`src/rtl/mux_stim_pkg.sv`:
```
// Shared types and widths for the mux stimulus generator and its toggle dividers.
package mux_stim_pkg;

  typedef enum logic [1:0] {
    IDLE = 2'd0,
    RUN  = 2'd1,
    DONE = 2'd2
  } state_e;

  localparam int TCNT_W = 16;
  localparam int ERR_W  = 8;

  // Counter width for a modulo-n count; a 1-bit counter covers n = 1.
  function automatic int cnt_width(input int n);
    return (n > 1) ? $clog2(n) : 1;
  endfunction

endpackage

```
`src/rtl/mux_stim_gen_toggle_div.sv`:
```
// Tick-driven square-wave divider: toggles q every DIV ticks; clr has priority over tick.
module toggle_div
  import mux_stim_pkg::*;
#(
  parameter int DIV = 1
) (
  input  logic clk,
  input  logic rst,
  input  logic clr,
  input  logic tick,
  output logic q
);

  localparam int            CW   = cnt_width(DIV);
  localparam logic [CW-1:0] LAST = CW'(DIV - 1);

  logic [CW-1:0] cnt_q, cnt_d;
  logic          q_q, q_d;

  always_comb begin
    cnt_d = cnt_q;
    q_d   = q_q;
    if (clr) begin
      cnt_d = '0;
      q_d   = 1'b0;
    end else if (tick) begin
      if (cnt_q == LAST) begin
        cnt_d = '0;
        q_d   = ~q_q;
      end else begin
        cnt_d = cnt_q + 1'b1;
      end
    end
  end

  always_ff @(posedge clk or posedge rst) begin
    if (rst) begin
      cnt_q <= '0;
      q_q   <= 1'b0;
    end else begin
      cnt_q <= cnt_d;
      q_q   <= q_d;
    end
  end

  assign q = q_q;

endmodule

```
`src/rtl/mux_stim_gen.sv`:
```
// Burst stimulus sequencer driving a 2:1 mux (a, b, sel) on a start/done handshake.
// Define MUX_STIM_CHECK_EN to add the x_in/err_cnt output checker.
//
// state | meaning
// IDLE  | waiting for start; a, b, sel held at 0
// RUN   | prescaler and dividers active, busy = 1
// DONE  | one cycle, done = 1, outputs hold their final values
module mux_stim_gen
  import mux_stim_pkg::*;
#(
  parameter int TICK_DIV  = 1,
  parameter int A_DIV     = 1,
  parameter int B_DIV     = 2,
  parameter int SEL_DIV   = 4,
  parameter int RUN_TICKS = 24
) (
  input  logic             clk,
  input  logic             rst,
  input  logic             start,
  input  logic             abort,
`ifdef MUX_STIM_CHECK_EN
  input  logic             x_in,
  output logic [ERR_W-1:0] err_cnt,
`endif
  output logic             a,
  output logic             b,
  output logic             sel,
  output logic             busy,
  output logic             done
);

  localparam int                PW         = cnt_width(TICK_DIV);
  localparam logic [PW-1:0]     PRE_LAST   = PW'(TICK_DIV - 1);
  localparam logic [TCNT_W-1:0] TCNT_LAST  = TCNT_W'(RUN_TICKS - 1);

  state_e            state_q;
  logic              busy_q, done_q;
  logic [PW-1:0]     pre_q;
  logic [TCNT_W-1:0] tcnt_q;
  logic              tick, clr;
  logic              a_q, b_q, sel_q;

  // abort wins over tick, so a same-cycle burst end is swallowed.
  assign tick = (state_q == RUN) && !abort && (pre_q == PRE_LAST);
  // Dividers run only in RUN; clearing while in DONE zeroes them on the way back to IDLE.
  assign clr  = (state_q != RUN) || abort;

  always_ff @(posedge clk or posedge rst) begin
    if (rst) begin
      state_q <= IDLE;
      busy_q  <= 1'b0;
      done_q  <= 1'b0;
      pre_q   <= '0;
      tcnt_q  <= '0;
    end else begin
      done_q <= 1'b0;
      case (state_q)
        IDLE: begin
          if (start) begin
            state_q <= RUN;
            busy_q  <= 1'b1;
            pre_q   <= '0;
            tcnt_q  <= '0;
          end
        end
        RUN: begin
          if (abort) begin
            state_q <= IDLE;
            busy_q  <= 1'b0;
            pre_q   <= '0;
            tcnt_q  <= '0;
          end else if (tick) begin
            pre_q <= '0;
            if (tcnt_q == TCNT_LAST) begin
              state_q <= DONE;
              busy_q  <= 1'b0;
              done_q  <= 1'b1;
              tcnt_q  <= '0;
            end else begin
              tcnt_q <= tcnt_q + 1'b1;
            end
          end else begin
            pre_q <= pre_q + 1'b1;
          end
        end
        DONE: begin
          state_q <= IDLE;
        end
        default: begin
          state_q <= IDLE;
          busy_q  <= 1'b0;
        end
      endcase
    end
  end

  toggle_div #(.DIV(A_DIV)) u_div_a (
    .clk  (clk),
    .rst  (rst),
    .clr  (clr),
    .tick (tick),
    .q    (a_q)
  );

  toggle_div #(.DIV(B_DIV)) u_div_b (
    .clk  (clk),
    .rst  (rst),
    .clr  (clr),
    .tick (tick),
    .q    (b_q)
  );

  toggle_div #(.DIV(SEL_DIV)) u_div_sel (
    .clk  (clk),
    .rst  (rst),
    .clr  (clr),
    .tick (tick),
    .q    (sel_q)
  );

  assign a    = a_q;
  assign b    = b_q;
  assign sel  = sel_q;
  assign busy = busy_q;
  assign done = done_q;

`ifdef MUX_STIM_CHECK_EN
  logic [ERR_W-1:0] err_q;

  // Compares against the registered stimulus of the same cycle; saturates at all-ones.
  always_ff @(posedge clk or posedge rst) begin
    if (rst) begin
      err_q <= '0;
    end else if ((state_q == IDLE) && start) begin
      err_q <= '0;
    end else if ((state_q == RUN) && (x_in != (sel_q ? b_q : a_q)) && (err_q != '1)) begin
      err_q <= err_q + 1'b1;
    end
  end

  assign err_cnt = err_q;
`endif

endmodule

```
`config.mk`:
```
export PLATFORM = sky130hd
export DESIGN_NAME = mux_stim_gen
export DESIGN_NICKNAME = d
export VERILOG_FILES = /design/src/rtl/mux_stim_pkg.sv /design/src/rtl/mux_stim_gen_toggle_div.sv /design/src/rtl/mux_stim_gen.sv
export SDC_FILE = /design/constraint.sdc
export NUM_CORES = 1
export LEC_CHECK = 0
export CAP_MARGIN = 20
export CELL_PAD_IN_SITES_DETAIL_PLACEMENT = 1
export CELL_PAD_IN_SITES_GLOBAL_PLACEMENT = 1
export CORE_MARGIN = 8
export CORE_UTILIZATION = 48
export CTS_CLUSTER_DIAMETER = 150
export DETAILED_ROUTE_END_ITERATION = 10
export PLACE_DENSITY = 0.92
export SYNTH_ARGS = -nofsm -noshare
export SYNTH_HDL_FRONTEND = slang
export SYNTH_SLANG_ARGS = --single-unit
```
`constraint.sdc`:
```
create_clock -name clk -period 5.15 [get_ports clk]
set_input_delay 1.03 -clock clk [delete_from_list [all_inputs] [get_ports clk]]
set_output_delay 1.03 -clock clk [all_outputs]
set_load 0.01 [all_outputs]
```
# --- Yosys cells after proc, flatten, opt, wreduce, memory -nomap -nowiden ---
# Cells that the tools add are included.
# W data, S select, Z words.
word_totals:
  out_inout_bits: 5
  reg_bits: 28
  mem_count: 0
  elab_cells: 87
  romBits: 0
  ram_bits: 0
  inputBits: 4
  latch_bits: 0
classes:
  mux: 41
  div: 0
  n_bitwise: 5
  shifts: 0
  n_mul: 0
  n_addsub: 5
  order_cmp: 0
  reduce_logical: 16
  eq_ne: 9
ops:
  columns: ["operator", "count"]
  rows:
  - ["$mux W16", 4]
  - ["$pmux W16 S2", 1]
  - ["$mux W1", 26]
  - ["$add A16 B1 Y16 const B", 1]
  - ["$eq A16 B5 Y1 const B", 1]
  - ["$mux W2", 7]
  - ["$reduce_and A2 Y1", 4]
  - ["$reduce_bool A2 Y1", 4]
  - ["$reduce_and A3 Y1", 2]
  - ["$not A1 Y1", 5]
  - ["$eq A2 B2 Y1 const B", 2]
  - ["$ne A2 B2 Y1 const B", 2]
  - ["$pmux W2 S2", 1]
  - ["$reduce_and A4 Y1", 1]
  - ["$add A1 B1 Y1 const B", 3]
  - ["$ne A3 B2 Y1 const B", 1]
  - ["$ne A3 B3 Y1 const B", 1]
  - ["$pmux W1 S3", 1]
  - ["$add A2 B1 Y2 const B", 1]
  - ["$eq A2 B1 Y1 const B", 1]
  - ["$logic_and A1 B1 Y1", 2]
  - ["$logic_not A2 Y1", 1]
  - ["$ne A2 B1 Y1 const B", 1]
  - ["$pmux W1 S2", 1]
  - ["2 further kinds", 2]

# --- Logic depth before layout (Yosys ltp) ---
logic_depth:
  word_depth: 6
  depth_mapped: 6
  depth_no_buf: 5

# --- By module ---
# Synthesis repeated with hierarchy kept, for this count alone.
unflattened:
  hier_cells: 150
  area_unflattened_um2: 1451.4
by_module_without_submodules:
  columns: ["module", "cells_per_inst", "area_per_inst_um2", "instances", "seq_area_each_um2"]
  rows:
  - ["mux_stim_gen", 125, 1166.1, 1, 525.5]
  - ["toggle_div (u_div_sel)", 13, 151.4, 1, 75.1]
  - ["toggle_div (u_div_b)", 8, 92.6, 1, 50.0]
  - ["toggle_div (u_div_a)", 4, 41.3, 1, 25.0]

# --- Least setup slack after synthesis ---
# Ideal clock, no wire load.
synth_timing:
  path_type: "in2reg"
  from: "input port abort"
  to: "register tcnt_q[12]"
  n_path_buf: 2
  required_time_ps: 5072
  setup_time_ps: 78
  cell_stages: 6
  arrival_time_ps: 1941
  setup_slack_ps: 3131
  path_cell_list: "nor2b_1 -> a21o_1 -> buf_2 -> buf_2 -> a21oi_1 -> a21oi_1"
synth_between:
  elab_chain_cells: 5
  word_cells_on_any_way: 7
  classes_between: "eq/ne (1); mux (2); reduce/logical (4)"
synth_lines:
  columns: ["element", "line", "source"]
  rows:
  - ["start: declaration", "mux_stim_gen.sv:20", "input logic abort,"]
  - ["$logic_not A1 Y1", "mux_stim_gen.sv:44", "assign tick = (state_q == RUN) && !abort && (pre_q == PRE_LAST);"]
  - ["$logic_and A1 B1 Y1 (2 in series)", "mux_stim_gen.sv:44", null]
  - ["$ne A3 B3 Y1 (no source line)", null, null]
  - ["$reduce_and A3 Y1 (no source line)", null, null]
  - ["end signal: assignment", "mux_stim_gen.sv:80", "tcnt_q <= tcnt_q + 1'b1;"]
  - ["end: declaration", "mux_stim_gen.sv:39", "logic [TCNT_W-1:0] tcnt_q;"]
# Several ways; a longest one is shown, not always the timed one.
# A chain may end at the register's enable or synchronous reset.

# --- Worst setup path after layout ---
layout_timing:
  from: "input port abort"
  to: "register tcnt_q[13]"
# Same word-level chain as after synthesis.

==> impl_metrics.prom <==
# TYPE chip_impl_metric gauge
chip_impl_info{name="run_status",value="completed"} 1
chip_impl_metric{name="dr_vias",unit=""} 1253
chip_impl_metric{name="number_of_enable_type_register_cells_in_the_synthesized_netlist",unit=""} 0
chip_impl_metric{name="seq_total_area_yosys",unit="%"} 46.0
chip_impl_metric{name="holdPathStages",unit=""} 2
chip_impl_metric{name="dpl.cell_count",unit=""} 190
chip_impl_metric{name="grt_antenna_before_repair",unit=""} 0
chip_impl_info{name="synth_top_cell_by_area",value="sky130_fd_sc_hd__dfrtp_1"} 1
chip_impl_info{name="unrepaired_setup_endpoints_after_global_routing",value="no"} 1
chip_impl_metric{name="clk-insertion-delay-late",unit="ns"} 0.34
chip_impl_info{name="cp-start-kind",value="primary input"} 1
chip_impl_metric{name="power_per_cell_area",unit="nW/um^2"} 238
chip_impl_info{name="hold-path-endpoint",value="busy"} 1
chip_impl_metric{name="dr.pass1.iters",unit=""} 4
chip_impl_metric{name="ir_drop",unit="uV"} 185
chip_impl_metric{name="core.rowCount",unit=""} 20
chip_impl_metric{name="worst-endpoint-arrival",unit="ns"} 3.10
chip_impl_metric{name="synth-warning-count",unit=""} 0
chip_impl_metric{name="drt-total-wl",unit="um"} 3630
chip_impl_metric{name="setup_violations",unit=""} 0
chip_impl_metric{name="max-cap-violations",unit=""} 0
chip_impl_metric{name="buffering_stage_count_on_the_worst_path_with_inverters_included",unit=""} 1
chip_impl_metric{name="floorplan.die.height",unit="um"} 71.3
chip_impl_metric{name="diodes",unit=""} 0
chip_impl_metric{name="maximum_clock_path_buffer_count",unit=""} 2
chip_impl_metric{name="drt.antenna.violating_nets",unit=""} 0
chip_impl_metric{name="syn_to_final_growth",unit="%"} 9.63
chip_impl_metric{name="ys_ff_latch",unit=""} 27
chip_impl_metric{name="async_reset_ff_share",unit="%"} 100
chip_impl_metric{name="synth_cell_type_count",unit=""} 48
chip_impl_metric{name="tritoncts.num_buffers",unit=""} 3
chip_impl_metric{name="first_global_vias",unit=""} 1371
chip_impl_metric{name="die_area",unit="sq um"} 5080
chip_impl_metric{name="grt_max_degree",unit=""} 28
chip_impl_metric{name="leakage",unit="nW"} 0.606
chip_impl_metric{name="cts.hold.buffers_added",unit=""} 0
chip_impl_metric{name="finalWeightedCongestion",unit=""} 0.807
chip_impl_info{name="worstHoldPathType",value="flip-flop to flip-flop"} 1
chip_impl_metric{name="cts_resized",unit=""} 0
chip_impl_info{name="hold_start",value="busy"} 1
chip_impl_metric{name="timing.final.hold_violations",unit=""} 0
chip_impl_metric{name="global_route.usage.total",unit="%"} 15.6
chip_impl_info{name="rr_endpoint",value="tcnt_q[11]"} 1
chip_impl_metric{name="final.setup.tns",unit="ns"} 0
chip_impl_metric{name="placement.io_buffers",unit=""} 8
chip_impl_info{name="crit-reg2reg-launch",value="tcnt_q[0]"} 1
chip_impl_metric{name="initial_core_util",unit="%"} 49.3
chip_impl_metric{name="initialDrtViolationCount",unit=""} 92
chip_impl_metric{name="post_route_non_filler_standard_cell_count",unit=""} 195
chip_impl_metric{name="r2r_cells",unit=""} 5
chip_impl_metric{name="place.detailed.hpwl",unit="um"} 2610
chip_impl_metric{name="slew_headroom",unit="%"} 41.4
chip_impl_metric{name="drc",unit=""} 0
chip_impl_metric{name="gr-total-overflow",unit=""} 0
chip_impl_metric{name="register_to_register_setup_slack",unit="ns"} 2.69
chip_impl_metric{name="final_period_minus_worst_setup_slack",unit="ns"} 2.85
chip_impl_info{name="cp_slowest_cell",value="sky130_fd_sc_hd__nor3_2"} 1
chip_impl_metric{name="synth_net_count",unit=""} 162
chip_impl_metric{name="final_net_count",unit=""} 169
chip_impl_metric{name="clkSinkCount",unit=""} 27
chip_impl_info{name="synth_top_cells_by_area",value="sky130_fd_sc_hd__dfrtp_1 (46%), sky130_fd_sc_hd__nand2_1 (4.6%), sky130_fd_sc_hd__nand4_1 (3.0%)"} 1
chip_impl_metric{name="cts.clk_slew.worst_paths",unit="ns"} 0.16
chip_impl_metric{name="grt_pass1_wl",unit="um"} 6410
chip_impl_metric{name="max_clock_freq",unit="GHz"} 0.350
chip_impl_metric{name="required",unit="ns"} 5.39
chip_impl_metric{name="critical-path-max-stage-delay",unit="ns"} 0.68
chip_impl_metric{name="die_width",unit="um"} 71.3
chip_impl_metric{name="pin_count",unit=""} 9
chip_impl_info{name="tritoncts",value="built"} 1
chip_impl_metric{name="crit_path_max_fanout",unit=""} 14
chip_impl_info{name="worstSetupEndpointType",value="flip-flop"} 1
chip_impl_metric{name="area_of_the_mapped_netlist",unit="sq um"} 1470
chip_impl_metric{name="cts_htree_levels",unit=""} 1
chip_impl_info{name="timing_worst_setup_path_type",value="primary input to flip-flop"} 1
chip_impl_metric{name="fin_area",unit="sq um"} 1610
chip_impl_metric{name="synth_top_cell_area_share",unit="%"} 46.0
chip_impl_info{name="cts_root_buf",value="sky130_fd_sc_hd__clkbuf_4"} 1
chip_impl_info{name="timing.critical_path.cells",value="clkdlybuf4s50_1, nor3_2, nand3_1, o311ai_1"} 1
chip_impl_metric{name="placedInstanceArea",unit="sq um"} 1550
chip_impl_metric{name="syn_inst",unit=""} 156
chip_impl_metric{name="post_cts_setup_inserts",unit=""} 0
chip_impl_metric{name="syn_avg_cell_area",unit="sq um"} 9.41
chip_impl_metric{name="vias_per_inst",unit=""} 6.43
chip_impl_info{name="critical-path-top-delay-family",value="simple AND/OR/NAND/NOR gates"} 1
chip_impl_info{name="synth_top_flop_cell",value="sky130_fd_sc_hd__dfrtp_1"} 1
chip_impl_metric{name="slew_violations",unit=""} 0
chip_impl_metric{name="post_drt_wl_per_cell",unit="um"} 18.6
chip_impl_metric{name="final_layout_size_suffix_gt1_share",unit="%"} 9.88
chip_impl_metric{name="timing.clock.skew",unit="ns"} 0.00887
chip_impl_metric{name="core-area",unit="sq um"} 2980
chip_impl_metric{name="worst_pin_slew",unit="ns"} 0.874
chip_impl_metric{name="period_utilization_post_route",unit="%"} 55.4
## how the worst max path moves through the flow
stage / startpoint / endpoint / slack [ns] / cells after the start
final: abort / tcnt_q[13] / 2.30 / 4
after global placement: abort / tcnt_q[13] / 2.10 / 4
after detailed placement: abort / tcnt_q[13] / 1.97 / 4
after CTS: abort / tcnt_q[13] / 2.35 / 4
after global routing: abort / tcnt_q[7] / 2.18 / 4
after floorplan: abort / tcnt_q[12] / 3.13 / 6
## layout make-up
| cell class | instances | area, sq um |
|---|---|---|
| fill | 361 | 1370 |
| multi-input combinational | 114 | 724 |
| sequential | 27 | 676 |
| timing repair buffer | 9 | 108 |
| tap | 33 | 41.3 |
| inverter | 8 | 30.0 |
| clock buffer | 3 | 22.5 |
| clock inverter | 1 | 7.51 |
## per-stage QoR
| stage | utilization [%] | total power [W] | worst slack, ns | hold WS [ns] |
|---|---|---|---|---|
| finish | 54.0 | 0.000382 | 2.30 | 0.556 |
| global route | 54.0 | 0.000398 | 2.18 | 0.590 |
| CTS | 53.1 | 0.000382 | 2.35 | 0.558 |
| detailed placement | 52.1 | 0.000286 | 1.97 | 0.528 |
| global placement | 52.1 | 0.000282 | 2.10 | 0.487 |
| floorplan | - | 0.000267 | 3.13 | 0.482 |
## worst reg2reg max path: stages (launching register included)
cell                       delay, ns
sky130_fd_sc_hd__dfrtp_1        0.45
sky130_fd_sc_hd__ha_1           0.27
sky130_fd_sc_hd__nor4bb_2       0.24
sky130_fd_sc_hd__nand4_1        0.62
sky130_fd_sc_hd__nand3_1        0.61
sky130_fd_sc_hd__o211ai_1       0.16
## cells by family after synthesis
logic type | count (synthesis) | share of synthesized area, %
and+or+nand+nor | 71 | 28.2
adders and majority gates | 2 | 1.70
DFF | 27 | 46.0
xor gates and xnor gates | 3 | 1.79
muxes | 2 | 1.36
AOI/OAI and AO/OA | 36 | 16.3
buffers and inverters | 15 | 4.60
## cells in the mapped netlist (all sizes together) (2+ instances only)
cell type / instances
a21oi: 7
a31oi: 5
and4: 2
buf: 4
clkbuf: 3
dfrtp: 27
ha: 2
inv: 8
mux2i: 2
nand2: 18
nand2b: 3
nand3: 7
nand4: 7
nor2: 6
nor2b: 4
nor3: 7
nor4: 2
o2111ai: 2
o211ai: 3
o21ai: 5
o22ai: 5
o311ai: 2
o31ai: 2
or2: 3
or3: 4
or4: 3
xnor2: 2
## metal layers
metal	global-route usage (%)	wire, um
met4	6.24	72
met3	2.65	137
met2	28.0	1860
met5	0	0
met1	17.9	1560
## flip-flops by register name, summed over array words and instances, names as in the netlist
register	flops
tcnt_q	16
state_q	2
u_div_sel.cnt_q	2
busy	1
done	1
pre_q	1
u_div_a.q	1
u_div_b.cnt_q	1
u_div_b.q	1
u_div_sel.q	1
## where the power goes
group / internal (W) / switching (W)
combinational: 0.0000229 / 0.0000350
clock: 0.0000299 / 0.0000680
sequential: 0.000220 / 0.00000691
## cells in the final DEF (no fill, tap or decap), types with 3 or more instances in the layout
cell type                         netlist  final
sky130_fd_sc_hd__nand4_1                7      7
sky130_fd_sc_hd__clkdlybuf4s50_1        0      8
sky130_fd_sc_hd__nand3_1                5      5
sky130_fd_sc_hd__clkbuf_4               0      3
sky130_fd_sc_hd__a31oi_1                5      5
sky130_fd_sc_hd__o21ai_1                5      5
sky130_fd_sc_hd__o22ai_1                5      5
sky130_fd_sc_hd__a21oi_1                7      7
sky130_fd_sc_hd__nor2_1                 6      6
sky130_fd_sc_hd__nand2b_1               3      3
sky130_fd_sc_hd__dfrtp_1               27     27
sky130_fd_sc_hd__nor2b_1                4      4
sky130_fd_sc_hd__nand2_1               18     18
sky130_fd_sc_hd__nor3_1                 6      6
sky130_fd_sc_hd__inv_1                  7      7
Power figures use the tool's default switching activity.
